`src/rtl/object_rasterizer_pkg.sv`:
```
// Shared definitions for the object rasterizer: object select codes,
// screen size, sprite colours and the rasterizer state encoding.
package game_pkg;

  localparam logic [3:0] OBJ_NONE   = 4'd0;
  localparam logic [3:0] OBJ_PLAYER = 4'd1;
  localparam logic [3:0] OBJ_ENEMY1 = 4'd2;
  localparam logic [3:0] OBJ_ENEMY2 = 4'd3;
  localparam logic [3:0] OBJ_ENEMY3 = 4'd4;
  localparam logic [3:0] OBJ_ENEMY4 = 4'd5;
  localparam logic [3:0] OBJ_BULLET = 4'd6;

  localparam int SCREEN_W = 160;
  localparam int SCREEN_H = 120;

  localparam logic [2:0] COL_BLACK  = 3'b000;
  localparam logic [2:0] COL_PLAYER = 3'b010;
  localparam logic [2:0] COL_ENEMY  = 3'b100;
  localparam logic [2:0] COL_BULLET = 3'b110;

  typedef enum logic [1:0] {
    ST_IDLE,
    ST_ERASE,
    ST_DRAW,
    ST_HOLD
  } rast_state_t;

endpackage

```
`src/rtl/object_rasterizer_if.sv`:
```
// Sequencer <-> rasterizer bus: object request and positions in,
// VGA pixel stream and done handshakes out.
interface object_rasterizer_if;
  logic [3:0]  objectToDraw;
  logic        inEraseState;
  logic [7:0]  playerX;
  logic [6:0]  playerY;
  logic [7:0]  bulletX;
  logic [6:0]  bulletY;
  logic [31:0] enemyX;
  logic [27:0] enemyY;
  logic [3:0]  enemyAlive;
  logic [7:0]  vgaX;
  logic [6:0]  vgaY;
  logic [2:0]  vgaColour;
  logic        pixelValid;
  logic        doneDrawing;
  logic        doneErasing;

  modport master (
    output objectToDraw, inEraseState, playerX, playerY, bulletX, bulletY,
           enemyX, enemyY, enemyAlive,
    input  vgaX, vgaY, vgaColour, pixelValid, doneDrawing, doneErasing
  );

  modport slave (
    input  objectToDraw, inEraseState, playerX, playerY, bulletX, bulletY,
           enemyX, enemyY, enemyAlive,
    output vgaX, vgaY, vgaColour, pixelValid, doneDrawing, doneErasing
  );
endinterface

```
`src/rtl/object_rasterizer_sweep_counter_2d.sv`:
```
// Two-dimensional raster counter, X fastest. dx/dy hold the offset of the
// next pixel to emit; last flags the final offset (W-1,H-1).
module sweep_counter_2d (
  input  logic       clk,
  input  logic       resetn,
  input  logic [7:0] width,
  input  logic [6:0] height,
  input  logic       start,
  input  logic       enable,
  output logic [7:0] dx,
  output logic [6:0] dy,
  output logic       last
);
  logic x_end;
  logic y_end;

  assign x_end = (dx == width - 8'd1);
  assign y_end = (dy == height - 7'd1);
  assign last  = x_end && y_end;

  // offset register: start rewinds to the origin, enable steps one pixel
  always_ff @(posedge clk) begin
    if (!resetn) begin
      dx <= '0;
      dy <= '0;
    end else if (start) begin
      dx <= '0;
      dy <= '0;
    end else if (enable) begin
      if (x_end) begin
        dx <= '0;
        dy <= y_end ? 7'd0 : dy + 7'd1;
      end else begin
        dx <= dx + 8'd1;
      end
    end
  end
endmodule

```
`src/rtl/object_rasterizer.sv`:
```
// Object rasterizer: sweeps a sprite bounding box or the full screen one
// pixel per clock and returns done handshakes to the draw sequencer.
// Optional feature macro: RASTER_CLIP_EN (suppress off-screen sprite pixels).
//
// state | meaning
// IDLE  | waiting for an erase request or object code
// ERASE | sweeping the full screen in black
// DRAW  | sweeping the latched sprite box
// HOLD  | sweep done, waiting for the request to drop to zero
module object_rasterizer
  import game_pkg::*;
#(
  parameter int SCREEN_W = game_pkg::SCREEN_W,
  parameter int SCREEN_H = game_pkg::SCREEN_H,
  parameter int PLAYER_W = 8,
  parameter int PLAYER_H = 6,
  parameter int ENEMY_W  = 10,
  parameter int ENEMY_H  = 8,
  parameter int BULLET_W = 2,
  parameter int BULLET_H = 4
) (
  input logic                clk,
  input logic                resetn,
  object_rasterizer_if.slave bus
);
  rast_state_t state, state_n;

  logic [7:0] base_x_q, base_x, dec_x, pix_x, x_q, x_d;
  logic [6:0] base_y_q, base_y, dec_y, pix_y, y_q, y_d;
  logic [7:0] w_q, dec_w, cnt_w, dx;
  logic [6:0] h_q, dec_h, cnt_h, dy;
  logic [2:0] col_q, dec_col, colour_q, col_d;
  logic [1:0] eidx;
  logic       req_draw, erase_src, draw_ok, latch;
  logic       cnt_start, cnt_en, cnt_last;
  logic       valid_q, valid_d, dd_q, dd_d, de_q, de_d;

  assign eidx     = 2'(bus.objectToDraw - OBJ_ENEMY1);
  assign req_draw = (bus.objectToDraw >= OBJ_PLAYER) && (bus.objectToDraw <= OBJ_BULLET);

  // decode size, position and colour of the requested object
  always_comb begin
    dec_x   = '0;
    dec_y   = '0;
    dec_w   = '0;
    dec_h   = '0;
    dec_col = COL_BLACK;
    case (bus.objectToDraw)
      OBJ_PLAYER: begin
        dec_x = bus.playerX; dec_y = bus.playerY;
        dec_w = 8'(PLAYER_W); dec_h = 7'(PLAYER_H);
        dec_col = COL_PLAYER;
      end
      OBJ_ENEMY1, OBJ_ENEMY2, OBJ_ENEMY3, OBJ_ENEMY4: begin
        dec_x = bus.enemyX[eidx*8 +: 8];
        dec_y = bus.enemyY[eidx*7 +: 7];
        dec_w = 8'(ENEMY_W); dec_h = 7'(ENEMY_H);
        // a dead enemy is still swept so done timing does not depend on it
        dec_col = bus.enemyAlive[eidx] ? COL_ENEMY : COL_BLACK;
      end
      OBJ_BULLET: begin
        dec_x = bus.bulletX; dec_y = bus.bulletY;
        dec_w = 8'(BULLET_W); dec_h = 7'(BULLET_H);
        dec_col = COL_BULLET;
      end
      default: ;
    endcase
  end

  // in IDLE the first pixel is emitted from the live inputs, later from latches
  assign erase_src = (state == ST_ERASE) || ((state == ST_IDLE) && bus.inEraseState);

  // pick the box size and origin the shared counter and adder work on
  always_comb begin
    cnt_w  = w_q;
    cnt_h  = h_q;
    base_x = base_x_q;
    base_y = base_y_q;
    if (erase_src) begin
      cnt_w  = 8'(SCREEN_W);
      cnt_h  = 7'(SCREEN_H);
      base_x = '0;
      base_y = '0;
    end else if (state == ST_IDLE) begin
      cnt_w  = dec_w;
      cnt_h  = dec_h;
      base_x = dec_x;
      base_y = dec_y;
    end
  end

  assign pix_x = base_x + dx;
  assign pix_y = base_y + dy;

`ifdef RASTER_CLIP_EN
  logic [8:0] ux;
  logic [7:0] uy;
  assign ux      = {1'b0, base_x} + {1'b0, dx};
  assign uy      = {1'b0, base_y} + {1'b0, dy};
  assign draw_ok = (ux < 9'(SCREEN_W)) && (uy < 8'(SCREEN_H));
`else
  assign draw_ok = 1'b1;
`endif

  sweep_counter_2d u_sweep (
    .clk    (clk),
    .resetn (resetn),
    .width  (cnt_w),
    .height (cnt_h),
    .start  (cnt_start),
    .enable (cnt_en),
    .dx     (dx),
    .dy     (dy),
    .last   (cnt_last)
  );

  // next state and next registered outputs
  always_comb begin
    state_n   = state;
    cnt_start = 1'b0;
    cnt_en    = 1'b0;
    latch     = 1'b0;
    x_d       = x_q;
    y_d       = y_q;
    col_d     = colour_q;
    valid_d   = 1'b0;
    dd_d      = 1'b0;
    de_d      = 1'b0;
    case (state)
      ST_IDLE: begin
        cnt_start = 1'b1;
        if (bus.inEraseState) begin
          cnt_start = 1'b0;
          cnt_en    = 1'b1;
          x_d = pix_x; y_d = pix_y; col_d = COL_BLACK;
          valid_d = 1'b1;
          de_d    = cnt_last;
          state_n = cnt_last ? ST_HOLD : ST_ERASE;
        end else if (req_draw) begin
          cnt_start = 1'b0;
          cnt_en    = 1'b1;
          latch     = 1'b1;
          x_d = pix_x; y_d = pix_y; col_d = dec_col;
          valid_d = draw_ok;
          dd_d    = cnt_last;
          state_n = cnt_last ? ST_HOLD : ST_DRAW;
        end else if (bus.objectToDraw != OBJ_NONE) begin
          dd_d    = 1'b1;
          state_n = ST_HOLD;
        end
      end
      ST_ERASE: begin
        if (!bus.inEraseState) begin
          cnt_start = 1'b1;
          state_n   = ST_IDLE;
        end else begin
          cnt_en = 1'b1;
          x_d = pix_x; y_d = pix_y; col_d = COL_BLACK;
          valid_d = 1'b1;
          de_d    = cnt_last;
          if (cnt_last) state_n = ST_HOLD;
        end
      end
      ST_DRAW: begin
        if (bus.objectToDraw == OBJ_NONE) begin
          cnt_start = 1'b1;
          state_n   = ST_IDLE;
        end else begin
          cnt_en = 1'b1;
          x_d = pix_x; y_d = pix_y; col_d = col_q;
          valid_d = draw_ok;
          dd_d    = cnt_last;
          if (cnt_last) state_n = ST_HOLD;
        end
      end
      ST_HOLD: begin
        cnt_start = 1'b1;
        if ((bus.objectToDraw == OBJ_NONE) && !bus.inEraseState) state_n = ST_IDLE;
      end
      default: state_n = ST_IDLE;
    endcase
  end

  // state register
  always_ff @(posedge clk) begin
    if (!resetn) state <= ST_IDLE;
    else         state <= state_n;
  end

  // sprite latches and registered pixel outputs
  always_ff @(posedge clk) begin
    if (!resetn) begin
      base_x_q <= '0; base_y_q <= '0;
      w_q      <= '0; h_q      <= '0;
      col_q    <= '0;
      x_q      <= '0; y_q      <= '0;
      colour_q <= '0;
      valid_q  <= 1'b0;
      dd_q     <= 1'b0;
      de_q     <= 1'b0;
    end else begin
      if (latch) begin
        base_x_q <= dec_x; base_y_q <= dec_y;
        w_q      <= dec_w; h_q      <= dec_h;
        col_q    <= dec_col;
      end
      x_q      <= x_d;
      y_q      <= y_d;
      colour_q <= col_d;
      valid_q  <= valid_d;
      dd_q     <= dd_d;
      de_q     <= de_d;
    end
  end

  assign bus.vgaX        = x_q;
  assign bus.vgaY        = y_q;
  assign bus.vgaColour   = colour_q;
  assign bus.pixelValid  = valid_q;
  assign bus.doneDrawing = dd_q;
  assign bus.doneErasing = de_q;
endmodule

```
`src/flat_wrapper.sv`:
```
// flat-port wrapper written by rule: the top's interface ports become plain ports
module object_rasterizer_flat import game_pkg::*;
#(
  parameter int SCREEN_W = game_pkg::SCREEN_W,
  parameter int SCREEN_H = game_pkg::SCREEN_H,
  parameter int PLAYER_W = 8,
  parameter int PLAYER_H = 6,
  parameter int ENEMY_W  = 10,
  parameter int ENEMY_H  = 8,
  parameter int BULLET_W = 2,
  parameter int BULLET_H = 4
)
  (clk, resetn, bus_objectToDraw, bus_inEraseState, bus_playerX, bus_playerY, bus_bulletX, bus_bulletY, bus_enemyX, bus_enemyY, bus_enemyAlive, bus_vgaX, bus_vgaY, bus_vgaColour, bus_pixelValid, bus_doneDrawing, bus_doneErasing);
  object_rasterizer_if bus_i ();
  input logic clk;
  input logic resetn;
  input wire logic [$bits(bus_i.objectToDraw)-1:0] bus_objectToDraw;
  input wire logic [$bits(bus_i.inEraseState)-1:0] bus_inEraseState;
  input wire logic [$bits(bus_i.playerX)-1:0] bus_playerX;
  input wire logic [$bits(bus_i.playerY)-1:0] bus_playerY;
  input wire logic [$bits(bus_i.bulletX)-1:0] bus_bulletX;
  input wire logic [$bits(bus_i.bulletY)-1:0] bus_bulletY;
  input wire logic [$bits(bus_i.enemyX)-1:0] bus_enemyX;
  input wire logic [$bits(bus_i.enemyY)-1:0] bus_enemyY;
  input wire logic [$bits(bus_i.enemyAlive)-1:0] bus_enemyAlive;
  output wire logic [$bits(bus_i.vgaX)-1:0] bus_vgaX;
  output wire logic [$bits(bus_i.vgaY)-1:0] bus_vgaY;
  output wire logic [$bits(bus_i.vgaColour)-1:0] bus_vgaColour;
  output wire logic [$bits(bus_i.pixelValid)-1:0] bus_pixelValid;
  output wire logic [$bits(bus_i.doneDrawing)-1:0] bus_doneDrawing;
  output wire logic [$bits(bus_i.doneErasing)-1:0] bus_doneErasing;
  assign bus_i.objectToDraw = bus_objectToDraw;
  assign bus_i.inEraseState = bus_inEraseState;
  assign bus_i.playerX = bus_playerX;
  assign bus_i.playerY = bus_playerY;
  assign bus_i.bulletX = bus_bulletX;
  assign bus_i.bulletY = bus_bulletY;
  assign bus_i.enemyX = bus_enemyX;
  assign bus_i.enemyY = bus_enemyY;
  assign bus_i.enemyAlive = bus_enemyAlive;
  assign bus_vgaX = bus_i.vgaX;
  assign bus_vgaY = bus_i.vgaY;
  assign bus_vgaColour = bus_i.vgaColour;
  assign bus_pixelValid = bus_i.pixelValid;
  assign bus_doneDrawing = bus_i.doneDrawing;
  assign bus_doneErasing = bus_i.doneErasing;
  object_rasterizer #(.SCREEN_W(SCREEN_W), .SCREEN_H(SCREEN_H), .PLAYER_W(PLAYER_W), .PLAYER_H(PLAYER_H), .ENEMY_W(ENEMY_W), .ENEMY_H(ENEMY_H), .BULLET_W(BULLET_W), .BULLET_H(BULLET_H)) u_core (.clk(clk), .resetn(resetn), .bus(bus_i));
endmodule
```
`config.mk`:
```
export PLATFORM = sky130hd
export DESIGN_NAME = object_rasterizer_flat
export DESIGN_NICKNAME = d
export VERILOG_FILES = /design/src/rtl/object_rasterizer_pkg.sv /design/src/rtl/object_rasterizer_if.sv /design/src/rtl/object_rasterizer_sweep_counter_2d.sv /design/src/rtl/object_rasterizer.sv /design/src/flat_wrapper.sv
export SDC_FILE = /design/constraint.sdc
export NUM_CORES = 1
export LEC_CHECK = 0
export ABC_AREA = 0
export CORE_MARGIN = 2
export CORE_UTILIZATION = 33
export CTS_BUF_LIST = sky130_fd_sc_hd__clkbuf_8
export CTS_CLUSTER_SIZE = 24
export DETAILED_ROUTE_END_ITERATION = 6
export PLACE_DENSITY_LB_ADDON = 0.1
export SLEW_MARGIN = 20
export SYNTH_ARGS = -nofsm -noshare
export SYNTH_HDL_FRONTEND = slang
export SYNTH_SLANG_ARGS = --single-unit
```
`constraint.sdc`:
```
create_clock -name clk -period 4.3 [get_ports clk]
set_input_delay 0.86 -clock clk [delete_from_list [all_inputs] [get_ports clk]]
set_output_delay 0.86 -clock clk [all_outputs]
set_load 0.01 [all_outputs]
```
==> run metrics <==
status=completed; count of different cell masters after synthesis=66; Post-Synthesis Cells=480; # diodes=0; largest net degree at the start of global routing=36; Clock Sinks=58; count leader, synth=nor2_1; initial core utilization=0.335; worst-path cell chain=clkdlybuf4s50_1 -> buf_12 -> buf_4 -> mux4_2 -> a222oi_1 -> buf_4 -> a211oi_1 -> ha_1 -> buf_4 -> a21oi_1 -> o21ai_0 -> a21oi_1 -> o21ai_0 -> xnor2_1 -> a21oi_1; Nets=749; final count of negative-setup-slack endpoints=0; vias in the first global route=4,001; synthesis-stage register bit count=58; Final Hold Viols=0; Post-synth EDFFs=0; Arr. time, crit path=4.31 ns; layout cells sized above 1=0.150; GRT overflow=0; unrepaired setup endpoints after global routing=false; # rows=41; CTS clk-pin slew, worst paths=0.07 ns; vias per std cell=5.16; FMAX=246 MHz; Root Buffer=clkbuf_8; Yosys warning count=0; Placeable Area=12,500 um^2; Hold Worst Slack=0.455 ns; ys flop type=dfxtp_1; ranking of synthesized cells by area=dfxtp_1 (28%), mux4_2 (8.6%), ha_1 (7.2%), nor2_1 (6.3%), a211oi_1 (5.7%); max-cap viol count=0; Synth Net Count=607; PortBufs=120; slowest stage delay, CP=0.51 ns; HP Start=u_core.bus.vgaX[5]$_SDFFE_PN0P_; die span in x=117 um; first-pass GRT wire length=20,500 um; compound-cell area share of the yosys netlist=0.230; Post-Synth Simple-Gate Area=0.195; DR WL/cell=16.0 um; post-synthesis xor/xnor area fraction=0.0627; die height=117 um; routed wire length=12,800 um; Setup crit end kind=flop; leak pwr=0.00228 uW; register area share after synthesis=0.277; Final period util=0.947; reg2reg start=u_core.state[1]$_SDFFE_PN0P_; residual DRC count=0; First-pass DRT Iterations=5; Slew HR=0.600; Detail Route Antenna Nets=0; initial antenna violation count=0; worst hold path class=flop to flop; area grow syn2layout=44.1%; leading area contributor after synthesis=dfxtp_1; adder-cell share of the synthesized area=0.0812; largest family of logic cells by synthesized area=compound AO/OA/AOI/OAI gates; CTS tree=done; die area=13,600 um^2; pwr/cell area=405 nW/um^2; CTS buffer count=9; maximum vdd drop=0.000155 V; Fillers=1,238; maximum fanout along the worst path=15; asr flop ratio synth=0; Vias=4,122; Setup crit start kind=input port; post_cts resized=0; critical path's top delay family=buffers and inverters; Worst Path Buf+Inv=5; Cell Area, Synth=4190 um^2; Layout Cell Area excl Fill=6040 um^2; Tot GR Track Use=0.197; placed cell areas=5780 um^2; syn avg cell area=8.73 um^2; largest buffer count on any clock path=2; WP data required=4.54 ns; Critical Path Source=bus_objectToDraw[0]; mux contribution to synthesized area=0.0958; Slowest-stage cell, CP=mux4_2; post-synth top area share=0.277; Period minus WS final=4.07 ns; Clock Skew=0.00952 ns; htree depth=3; Skew-Pair Late Insertion Delay=0.35 ns; synth cell count leaders=nor2_1 (70), dfxtp_1 (58), nand2_1 (37); Slew @ Worst Pin=0.593 ns; max-slew violation total from the final report=0; type of the worst setup path=input port to flop; Top Ports=122; Starting DRT DRC Count=231; Placer Congestion=0.823; DP HPWL=10,500 um
==> report_power, final <==
part	switching, uW	internal, uW
logic	593	532
clock network	229	414
registers	56.7	620
==> sequential cells by signal, indices dropped and copies added (netlist names), 2 cells and up <==
name and cells:
u_core.bus.vgaX 8, u_core.base_y_q 7, u_core.u_sweep.dy 7, u_core.u_sweep.dx 8, u_core.h_q 2, u_core.state 2
u_core.col_q 2, u_core.bus.vgaY 7, u_core.base_x_q 8, u_core.w_q 2, u_core.bus.vgaColour 2
==> layout by cell type (no fill, tap or decap), drive strengths merged, types with 3 or more instances in the layout <==
| cell type | synthesis | layout |
|---|---|---|
| clkbuf | 19 | 11 |
| nand2 | 37 | 37 |
| a21oi | 34 | 34 |
| nand3 | 3 | 3 |
| and2 | 4 | 4 |
| nand2b | 3 | 3 |
| clkinv | 1 | 3 |
| nand4 | 5 | 5 |
| nor2 | 70 | 70 |
| buf | 13 | 43 |
| o22ai | 4 | 4 |
| a21o | 5 | 5 |
| a222oi | 15 | 15 |
| dfxtp | 58 | 58 |
| a311oi | 3 | 3 |
| nor3 | 17 | 17 |
| and3 | 3 | 3 |
| mux4 | 16 | 16 |
| a211oi | 32 | 32 |
| or3 | 4 | 4 |
| ha | 24 | 24 |
| mux2i | 3 | 3 |
| inv | 17 | 17 |
| clkdlybuf4s50 | 0 | 120 |
| xnor2 | 22 | 22 |
| bufinv | 0 | 3 |
| o31a | 3 | 3 |
| o21ai | 14 | 14 |
| xor2 | 8 | 8 |
| nor2b | 6 | 6 |
==> routing by layer <==
metal,track usage,share of wire
met1,0.247,0.44
met2,0.335,0.48
met3,0.0431,0.067
met4,0.0675,0.017
met5,0,0
==> stage by stage <==
step,std cells,power (uW),setup TNS [ns],util,setup slack [ns]
5_1_grt,799,2620,0,0.483,0.00844
3_3_place_gp,782,1810,-0.158,0.462,-0.158
4_1_cts,798,2470,0,0.482,0.195
2_1_floorplan,480,1390,0,-,0.251
3_5_place_dp,782,1820,-0.193,0.462,-0.167
6_report,799,2450,0,0.483,0.230
==> final cells by class <==
type / instances / area [um^2] / area share
Timing Repair Buffer: 163 / 1540 / 0.254
Sequential cell: 58 / 1160 / 0.192
Tap cell: 172 / 215 / 0.0356
Inverter: 18 / 67.6 / 0.0112
Multi-Input combinational cell: 372 / 2810 / 0.465
Clock buffer: 11 / 151 / 0.0251
Clock inverter: 5 / 100 / 0.0166
==> final timing paths <==
| path | endpoint | slack, ns | depth (start not counted) |
|---|---|---|---|
| min reg2reg | u_core.bus.vgaX[5]$_SDFFE_PN0P_ | 0.45 | 2 |
| max | u_core.bus.vgaX[7]$_SDFFE_PN0P_ | 0.23 | 15 |
| min | u_core.bus.vgaX[5]$_SDFFE_PN0P_ | 0.45 | 2 |
| max reg2reg | u_core.state[1]$_SDFFE_PN0P_ | 0.67 | 13 |
==> tightest hold or removal path: cells and delay by family (launching register included) <==
kind	cells	cell delay, ns
compound gates	1	0.05
simple gates	1	0.05
flops	1	0.31
==> cells by family after synthesis <==
family / Yosys count
flip-flops: 58
other: 1
buffers and inverters: 50
multiplexers: 20
adder cells (fa/ha/maj): 26
AND/OR/NAND/NOR: 166
AO/OA/AOI/OAI: 129
XOR/XNOR: 30
==> timing repair <==
item                                    4_1_cts  5_1_grt
endpoints found under the setup margin        0        1
hold buffers                                  0        0
buffers inserted                              0        1
Note: power is estimated with default switching activity, not from simulation.
